[src/rtl/poly_horner_seq_if.sv]
// Host-side bus of the sequential Horner polynomial evaluator:
// coefficient write port, start/x request and busy/done/sum/ovf status.
interface poly_horner_seq_if #(
    parameter int unsigned DW = 16,
    parameter int unsigned AW = 32
);
    logic          coeff_wr_en;
    logic [3:0]    coeff_wr_addr;
    logic [DW-1:0] coeff_wr_data;
    logic          start;
    logic [DW-1:0] x;
    logic          busy;
    logic          done;
    logic [AW-1:0] sum;
    logic          ovf;

    modport master (
        output coeff_wr_en, coeff_wr_addr, coeff_wr_data, start, x,
        input  busy, done, sum, ovf
    );

    modport slave (
        input  coeff_wr_en, coeff_wr_addr, coeff_wr_data, start, x,
        output busy, done, sum, ovf
    );
endinterface

[src/rtl/poly_horner_seq.sv]
// Sequential polynomial evaluator: Horner's scheme on one shared multiply-accumulate,
// one coefficient per clock. Owns a DEGREE+1 entry coefficient file written from the bus
// while idle. Optional overflow detection is built when POLY_OVF_DETECT_EN is defined;
// otherwise ovf is tied low.
module poly_horner_seq #(
    parameter int unsigned DEGREE = 10,
    parameter int unsigned DW     = 16,
    parameter int unsigned AW     = 32
) (
    input logic              clk,
    input logic              rst_n,
    poly_horner_seq_if.slave bus
);

    localparam int unsigned   IW     = (DEGREE < 1) ? 1 : $clog2(DEGREE + 1);
    localparam logic [IW-1:0] TopIdx = IW'(DEGREE);

    localparam logic [1:0] StIdle = 2'd0;
    localparam logic [1:0] StRun  = 2'd1;
    localparam logic [1:0] StDone = 2'd2;

    function automatic logic [AW-1:0] sext(input logic [DW-1:0] c);
        return {{(AW - DW){c[DW-1]}}, c};
    endfunction

    logic [1:0]    state_q, state_d;
    logic [AW-1:0] acc_q, acc_d;
    logic [DW-1:0] x_q, x_d;
    logic [IW-1:0] idx_q, idx_d;
    logic [AW-1:0] sum_q, sum_d;
    logic [DW-1:0] coeff_q [DEGREE+1];

    // Pre-write copy of a coefficient overwritten on the same edge that starts a run.
    logic          save_valid_q, save_valid_d;
    logic [IW-1:0] save_addr_q, save_addr_d;
    logic [DW-1:0] save_data_q, save_data_d;

    logic          start_ok;
    logic          wr_ok;
    logic [IW-1:0] wr_idx;
    logic [DW-1:0] c_rd;
    logic [AW+DW-1:0] prod;
    logic [AW+DW-1:0] exact;

    // Write/start qualification and the coefficient read for the current RUN step.
    always_comb begin
        start_ok = (state_q == StIdle) && bus.start;
        wr_idx   = bus.coeff_wr_addr[IW-1:0];
        wr_ok    = bus.coeff_wr_en && (state_q == StIdle)
                   && ({28'd0, bus.coeff_wr_addr} <= DEGREE);
        c_rd     = (save_valid_q && (save_addr_q == idx_q)) ? save_data_q : coeff_q[idx_q];
    end

    // Full-width signed MAC; sign-extended operands make the truncated product exact.
    always_comb begin
        prod  = {{DW{acc_q[AW-1]}}, acc_q} * {{AW{x_q[DW-1]}}, x_q};
        exact = prod + {{AW{c_rd[DW-1]}}, c_rd};
    end

    // FSM and datapath next-state.
    always_comb begin
        state_d      = state_q;
        acc_d        = acc_q;
        x_d          = x_q;
        idx_d        = idx_q;
        sum_d        = sum_q;
        save_valid_d = save_valid_q;
        save_addr_d  = save_addr_q;
        save_data_d  = save_data_q;
        case (state_q)
            StIdle: begin
                if (start_ok) begin
                    x_d          = bus.x;
                    acc_d        = sext(coeff_q[TopIdx]);
                    idx_d        = TopIdx - IW'(1);
                    save_valid_d = wr_ok;
                    save_addr_d  = wr_idx;
                    save_data_d  = coeff_q[wr_idx];
                    if (DEGREE == 0) begin
                        sum_d   = sext(coeff_q[TopIdx]);
                        state_d = StDone;
                    end else begin
                        state_d = StRun;
                    end
                end
            end
            StRun: begin
                acc_d = exact[AW-1:0];
                idx_d = idx_q - IW'(1);
                if (idx_q == '0) begin
                    sum_d   = exact[AW-1:0];
                    state_d = StDone;
                end
            end
            StDone: begin
                save_valid_d = 1'b0;
                state_d      = StIdle;
            end
            default: state_d = StIdle;
        endcase
    end

    // Control and datapath registers.
    always_ff @(posedge clk or negedge rst_n) begin
        if (!rst_n) begin
            state_q      <= StIdle;
            acc_q        <= '0;
            x_q          <= '0;
            idx_q        <= '0;
            sum_q        <= '0;
            save_valid_q <= 1'b0;
            save_addr_q  <= '0;
            save_data_q  <= '0;
        end else begin
            state_q      <= state_d;
            acc_q        <= acc_d;
            x_q          <= x_d;
            idx_q        <= idx_d;
            sum_q        <= sum_d;
            save_valid_q <= save_valid_d;
            save_addr_q  <= save_addr_d;
            save_data_q  <= save_data_d;
        end
    end

    // Coefficient file; writes only land while idle and in range.
    always_ff @(posedge clk or negedge rst_n) begin
        if (!rst_n) begin
            for (int i = 0; i <= int'(DEGREE); i++) begin
                coeff_q[i] <= '0;
            end
        end else if (wr_ok) begin
            coeff_q[wr_idx] <= bus.coeff_wr_data;
        end
    end

`ifdef POLY_OVF_DETECT_EN
    logic ovf_run_q, ovf_run_d;
    logic ovf_q, ovf_d;
    logic step_ovf;

    // A step overflows when the exact result's bits above the AW-bit sign disagree.
    // The running flag restarts on each accepted start; the visible flag is
    // published with sum so the pair stays stable between evaluations.
    always_comb begin
        step_ovf  = !((&exact[AW+DW-1:AW-1]) || !(|exact[AW+DW-1:AW-1]));
        ovf_run_d = ovf_run_q;
        ovf_d     = ovf_q;
        if (start_ok) begin
            ovf_run_d = 1'b0;
            if (DEGREE == 0) begin
                ovf_d = 1'b0;
            end
        end else if (state_q == StRun) begin
            ovf_run_d = ovf_run_q | step_ovf;
            if (idx_q == '0) begin
                ovf_d = ovf_run_q | step_ovf;
            end
        end
    end

    // Overflow flag registers.
    always_ff @(posedge clk or negedge rst_n) begin
        if (!rst_n) begin
            ovf_run_q <= 1'b0;
            ovf_q     <= 1'b0;
        end else begin
            ovf_run_q <= ovf_run_d;
            ovf_q     <= ovf_d;
        end
    end

    assign bus.ovf = ovf_q;
`else
    logic unused_exact_hi;
    assign unused_exact_hi = ^exact[AW+DW-1:AW];
    assign bus.ovf         = 1'b0;
`endif

    assign bus.busy = (state_q != StIdle);
    assign bus.done = (state_q == StDone);
    assign bus.sum  = sum_q;

endmodule

[src/flat_wrapper.sv]
// flat-port wrapper written by rule: the top's interface ports become plain ports
module poly_horner_seq_flat 
#(
    parameter int unsigned DEGREE = 10,
    parameter int unsigned DW     = 16,
    parameter int unsigned AW     = 32
)
  (clk, rst_n, bus_coeff_wr_en, bus_coeff_wr_addr, bus_coeff_wr_data, bus_start, bus_x, bus_busy, bus_done, bus_sum, bus_ovf);
  poly_horner_seq_if #(.DW(DW), .AW(AW)) bus_i ();
  input logic clk;
  input logic rst_n;
  input wire logic [$bits(bus_i.coeff_wr_en)-1:0] bus_coeff_wr_en;
  input wire logic [$bits(bus_i.coeff_wr_addr)-1:0] bus_coeff_wr_addr;
  input wire logic [$bits(bus_i.coeff_wr_data)-1:0] bus_coeff_wr_data;
  input wire logic [$bits(bus_i.start)-1:0] bus_start;
  input wire logic [$bits(bus_i.x)-1:0] bus_x;
  output wire logic [$bits(bus_i.busy)-1:0] bus_busy;
  output wire logic [$bits(bus_i.done)-1:0] bus_done;
  output wire logic [$bits(bus_i.sum)-1:0] bus_sum;
  output wire logic [$bits(bus_i.ovf)-1:0] bus_ovf;
  assign bus_i.coeff_wr_en = bus_coeff_wr_en;
  assign bus_i.coeff_wr_addr = bus_coeff_wr_addr;
  assign bus_i.coeff_wr_data = bus_coeff_wr_data;
  assign bus_i.start = bus_start;
  assign bus_i.x = bus_x;
  assign bus_busy = bus_i.busy;
  assign bus_done = bus_i.done;
  assign bus_sum = bus_i.sum;
  assign bus_ovf = bus_i.ovf;
  poly_horner_seq #(.DEGREE(DEGREE), .DW(DW), .AW(AW)) u_core (.clk(clk), .rst_n(rst_n), .bus(bus_i));
endmodule
[config.mk]
export PLATFORM = sky130hd
export DESIGN_NAME = poly_horner_seq_flat
export DESIGN_NICKNAME = d
export VERILOG_FILES = /design/src/rtl/poly_horner_seq_if.sv /design/src/rtl/poly_horner_seq.sv /design/src/flat_wrapper.sv
export SDC_FILE = /design/constraint.sdc
export NUM_CORES = 2
export LEC_CHECK = 0
export ABC_CLOCK_PERIOD_IN_PS = 7900
export BUFFER_PORTS_ARGS = -buffer_cell sky130_fd_sc_hd__buf_2
export CORE_AREA = 2 2 246 248
export CTS_BUF_LIST = sky130_fd_sc_hd__clkbuf_4
export DETAILED_ROUTE_END_ITERATION = 8
export DIE_AREA = 0 0 248 250
export HOLD_SLACK_MARGIN = 0.06
export PLACE_DENSITY = 0.61
export REMOVE_ABC_BUFFERS = 1
export SLEW_MARGIN = 5
export SYNTH_ARGS = -nofsm -noshare
export SYNTH_HDL_FRONTEND = slang
export SYNTH_SLANG_ARGS = --single-unit
[constraint.sdc]
create_clock -name clk -period 7.9 [get_ports clk]
set_input_delay 0.79 -clock clk [delete_from_list [all_inputs] [get_ports clk]]
set_output_delay 0.79 -clock clk [all_outputs]
set_load 0.02 [all_outputs]
## Word-level counts from Yosys, hierarchy flattened

Cells that the tools add are included.

| cells by class | value |
|---|---|
| $add $sub $neg | 2 |
| $mul | 1 |
| $lt $le $gt $ge | 4 |
| equality and inequality tests | 5 |
| mux-type cells | 19 |
| bitwise logic cells | 2 |
| reductions and logical operators | 15 |

Operators by type and width:

| cell | count |
|---|---|
| $bwmux 176 | 1 |
| $bmux 16 s4 | 2 |
| $mux 16 | 6 |
| $demux 16 s4 | 1 |
| $pmux 32 s2 | 1 |
| $add 32x32->32 | 1 |
| $mul 32x16->32 | 1 |
| $mux 32 | 1 |
| $ge 5x5->1 const B | 2 |
| $not 4->5 | 2 |
| $reduce_and 2->1 | 5 |
| $pmux 4 s2 | 1 |
| $reduce_bool 2->1 | 3 |
| $logic_and 1x1->1 | 5 |
| $lt 5x1->1 const B | 1 |
| $eq 4x4->1 | 1 |
| $le 4x4->1 const B | 1 |
| $logic_not 4->1 | 1 |
| $mux 2 | 2 |
| $mux 4 | 1 |
| $ne 2x1->1 const B | 2 |
| $pmux 2 s2 | 1 |
| $sub 4x1->4 const B | 1 |
| $eq 2x1->1 const B | 1 |
| 4 further kinds | 4 |

| storage, ports and cells | value |
|---|---|
| register bits | 283 |
| bits of input ports | 40 |
| output and inout bits | 35 |
| word-level logic and storage cells | 67 |

## Longest topological paths before layout

| depth | value |
|---|---|
| depth in word-level cells | 7 |
| depth in mapped cells | 29 |
| gate-level depth less buffers | 26 |

## Worst setup path before layout

Ideal clock, no wire load.

| timing path | value |
|---|---|
| path type | reg2reg |
| start point | register u_core.x_q[4] |
| end point | register u_core.acc_q[30] |
| library setup time | 0.126 ns |
| arrival | 6.048 ns |
| required time | 7.774 ns |
| slack | 1.726 ns |
| stages on the path, launching flop included | 24 |
| path buffers | 2 |
| clock period less this slack | 6.174 ns |
| cells stage by stage | dfrtp_1 clkbuf_1 clkbuf_1 nand2_1 fa_1 inv_1 fa_1 inv_1 fa_1 inv_1 fa_1 fa_1 inv_1 fa_1 inv_1 ha_1 and4_1 nor4b_2 and3_1 nand3_1 and4_1 o31ai_1 xor2_1 a221o_1 |

| on the way | value |
|---|---|
| cells in the longest elaborated chain, start to end | 3 |

Ends and longest elaborated chain:

| item | RTL line | text |
|---|---|---|
| start, declared | poly_horner_seq.sv:28 | `logic [DW-1:0] x_q, x_d;` |
| start signal, assigned | poly_horner_seq.sv:108 | `x_q <= '0;` |
| start signal, assigned | poly_horner_seq.sv:117 | `x_q <= x_d;` |
| $mul 32x16->32 | poly_horner_seq.sv:56 | `prod = {{DW{acc_q[AW-1]}}, acc_q} * {{AW{x_q[DW-1]}}, x_q};` |
| $add 32x32->32 | poly_horner_seq.sv:57 | `exact = prod + {{AW{c_rd[DW-1]}}, c_rd};` |
| $pmux 32 s2 | poly_horner_seq.sv:70 | `case (state_q)` |
| end signal, assigned | poly_horner_seq.sv:107 | `acc_q <= '0;` |
| end signal, assigned | poly_horner_seq.sv:116 | `acc_q <= acc_d;` |
| end, declared | poly_horner_seq.sv:27 | `logic [AW-1:0] acc_q, acc_d;` |

Every way passes these cells.
A chain may end at the register's enable or synchronous reset.

## Final worst setup path

| timing path | value |
|---|---|
| start point | register u_core.idx_q[0] |
| end point | register u_core.acc_q[24] |

| on the way | value |
|---|---|
| cells in the longest elaborated chain, start to end | 7 |
| elaborated cells between the ends (all ways) | 9 |
| those cells by class | 1 x add/sub; 1 x eq/ne; 5 x mux; 1 x bitwise; 1 x reduce/logical |

Ends and longest elaborated chain:

| item | RTL line | text |
|---|---|---|
| start, declared | poly_horner_seq.sv:29 | `logic [IW-1:0] idx_q, idx_d;` |
| start signal, assigned | poly_horner_seq.sv:118 | `idx_q <= idx_d;` |
| $not 4->5 (implied by the code) | poly_horner_seq.sv:51 | `c_rd = (save_valid_q && (save_addr_q == idx_q)) ? save_data_q : coeff_q[idx_q];` |
| $bmux 16 s4 | poly_horner_seq.sv:51 |  |
| $mux 16 (implied by the code) (2 in series) | poly_horner_seq.sv:51 |  |
| $mux 16 (*) | poly_horner_seq.sv:51 |  |
| $add 32x32->32 (*) | poly_horner_seq.sv:57 |  |
| $pmux 32 s2 (*) | poly_horner_seq.sv:70 |  |

Every way passes the cells marked *; elsewhere a longest branch is shown, timed or not. The select of a mux whose other input is x is not followed.

==> summary.txt <==
Synthesis
  • Syn_area_per_cell: between 10 and 15 µm²
  • Mux share of post-synthesis cell area: approximately 15%
  • Sequential area share after synthesis: a little over a quarter
  • Main flop type after synthesis: dfrtp_1
  • Largest family of logic cells by synthesized area: adder cells
  • Number of distinct library cells after synthesis: 64
  • Post-synthesis adder-cell area fraction: 29.85%
  • Synth Area in XOR/XNOR: 1.869%
  • Mapped Cells: 2547
  • Synth Area in Compound Gates: roughly 6.6%
  • Top post-synthesis cells by count: 390 x inv_1, 351 x nand2_1, 334 x fa_1, 283 x dfrtp_1, 189 x mux2_2
  • Synth Area in Simple Gates: ~12%
  • Share of flip-flops with an asynchronous set or reset: 100.0%
  • Synth top area cells: dfrtp_1 27%, fa_1 25%, mux2_2 8.0%, inv_1 5.5%, mux4_2 5.4%
  • Cell Area, Synth: around 27000 µm²
  • Cell with the most instances after synthesis: inv_1
  • Cell taking the most area after synthesis: dfrtp_1
  • Flops & latches, synth: 283
  • EDFF count, synth: 0
  • Syn. warnings: 0
  • Synth top area share: between 20% and 30%

Clock tree
  • Number of post-CTS setup repair buffers: 0
  • Clk buf depth: 3
  • Clock Sinks: 283
  • H-tree depth: 3
  • Post-cts resize count: 0
  • CTS root buffer: clkbuf_4
  • CTS Buf Count: between 80 and 90
  • Worst skew pair latency: just under 0.9 ns
  • Hold buffers post-CTS: 0
  • Reg clk slew, reported paths: about 0.060 ns
  • CTS tree: built

Critical path
  • Crit path arrival time: between 7 and 8 ns
  • Crit start category: register
  • Crit end category: register
  • Worst Path Required: 8.60 ns
  • Reg2reg path depth: 22
  • Critical path class: register to register
  • FF-to-FF End: u_core.acc_q[24]
  • CP max FO: 24
  • R2R Setup Slk: between 0.8 and 0.9 ns
  • R2r startpoint: u_core.idx_q[0]

Timing
  • Minimum period implied by the final worst setup slack: 7.056 ns
  • Final hold vios: 0
  • Max transition margin: between 20% and 30%
  • Final Cycle Share: 89.32%
  • RSZ-0062 raised after global routing: false
  • Fmax: 141.7 MHz
  • Setup Skew: 0.09755 ns
  • Slew Viols, Final: 0
  • Worst-Margin Slew: around 1.2 ns
  • Final Setup Violations: 0

Worst hold path
  • Class of the most critical hold timing path: primary input to async pin

Routing
  • Pre-Repair DR Iteration Count: 5
  • # DRC: 0
  • WL/cell: between 20 and 25 µm
  • Via density: ~5.5
  • Drt initial violations: roughly 1300
  • Via count: around 19000
  • Final WL: 73.30 mm
  • Routed Antenna Nets: 0

Final layout
  • Layout cells sized above 1: about 20%
  • Final core utilization: about 48%
  • Nets: 3056
  • Area growth, synth to finish: 8.005%

Die
  • Row count: 90
  • Die width: 248 µm
  • Core footprint: approximately 60000 µm²
  • Die span in y: ~250 µm
  • Io pins: 75
  • Total die area: 62000 µm²
  • Initial Util: 44.50%

Place
  • IO buf count: 73
  • HPWL Detailed: around 53 mm
  • Placer Congestion: about 0.89

GRT
  • Initial antenna violation count: 3
  • Gr usage total: around 25%
  • First-pass GRT wire length: 117.1 mm
  • Largest net degree at the start of global routing: 146
  • Vias in the first global route: 20509
  • Grt total ovfl: 0

Outcome
  • Outcome: finished clean

Run
  • MaxCap Viol Count: 0
-- layer usage --
layer / vias up / routed length [µm] / share of wire, % / global-route usage, %
met1: 9692 / 30690 / 42 / 32.68
met5: - / 12 / 0.016 / 0
met3: 135 / 5663 / 7.7 / 5.904
met2: 639 / 34530 / 47 / 39.97
met4: 2 / 2403 / 3.3 / 9.085
li1: 8314 / - / - / -
-- worst max-delay path by stage --
stage               startpoint          endpoint  slack [ns]  depth (start not counted)
2_1_floorplan  u_core.idx_q[0]  u_core.acc_q[17]       -0.04                         20
5_1_grt        u_core.idx_q[0]  u_core.acc_q[24]        0.47                         22
4_1_cts        u_core.idx_q[0]  u_core.acc_q[24]        0.82                         22
6_report       u_core.idx_q[0]  u_core.acc_q[24]        0.84                         22
3_3_place_gp   u_core.idx_q[0]  u_core.acc_q[31]        0.92                         21
3_5_place_dp   u_core.idx_q[0]  u_core.acc_q[24]        0.83                         22
-- area by class of cell --
type | count | area [µm²]
flip-flops and latches | 283 | 7087
repair buffers | 113 | 703.2
inverters | 391 | 1468
multi-input cells | 1712 | 17330
diodes | 2 | 5.005
clock buffers | 126 | 945.9
clock inverters | 17 | 111.4
fillers | 5505 | 30940
well taps | 782 | 978.4
-- kinds of logic after synthesis --
kind of cell,count (synthesis)
AND/OR/NAND/NOR,657
buffers and inverters,552
adder cells (fa/ha/maj),432
multiplexers,304
flip-flops,283
AO/OA/AOI/OAI,263
XOR/XNOR,55
other,1
-- state kept, by name, indices dropped and copies added, names as in the netlist --
register,flops
u_core.acc_q,32
u_core.x_q,16
u_core.save_addr_q,4
u_core.save_valid_q,1
u_core.coeff_q,176
u_core.bus.sum,32
u_core.save_data_q,16
u_core.idx_q,4
u_core.state_q,2
-- layout by cell type (no fill, tap or decap), types with 18 or more instances in the layout --
cell type,n
mux2_2,189
o21ai_0,50
mux2i_1,51
buf_2,71
xor2_1,18
inv_1,390
nand2_1,350
a21oi_1,74
ha_1,98
mux4_2,63
o21a_1,28
a211oi_1,18
fa_1,334
and2_1,159
nor2_1,70
xnor2_1,36
dfrtp_1,281
buf_4,39
clkbuf_4,126
-- critical path, stage by stage, from the launching register on --
cell and delay [ns]:
dfrtp_4 0.66, xnor2_1 0.23, nand4_1 0.24, nor2_2 0.46
buf_4 0.29, o21ai_0 0.17, ha_1 0.36, fa_1 0.48
fa_1 0.51, inv_1 0.06, fa_1 0.51, fa_1 0.50
inv_1 0.04, ha_1 0.32, o21a_1 0.12, o21ai_0 0.38
a21oi_1 0.13, buf_4 0.17, a211oi_2 0.30, nor4_1 0.14
o31ai_1 0.27, mux2_2 0.36, o21ai_0 0.20
-- through the flow --
stage | area, µm² | setup WS [ns] | instances | TNS [ns] | hold WS, ns
floorplan | 25870 | -0.04141 | 2386 | -0.04141 | 0.4640
global placement | 27570 | 0.9206 | 3281 | 0 | 0.4539
detailed placement | 27570 | 0.8335 | 3281 | 0 | 0.4657
CTS | 28630 | 0.8195 | 3424 | 0 | 0.06983
global route | 28630 | 0.4671 | 3425 | 0 | 0.1124
finish | 28630 | 0.8440 | 3426 | 0 | 0.08529
Power is not shown: default switching activity piles up to over one toggle a cycle in this logic, so the estimate is an artifact.
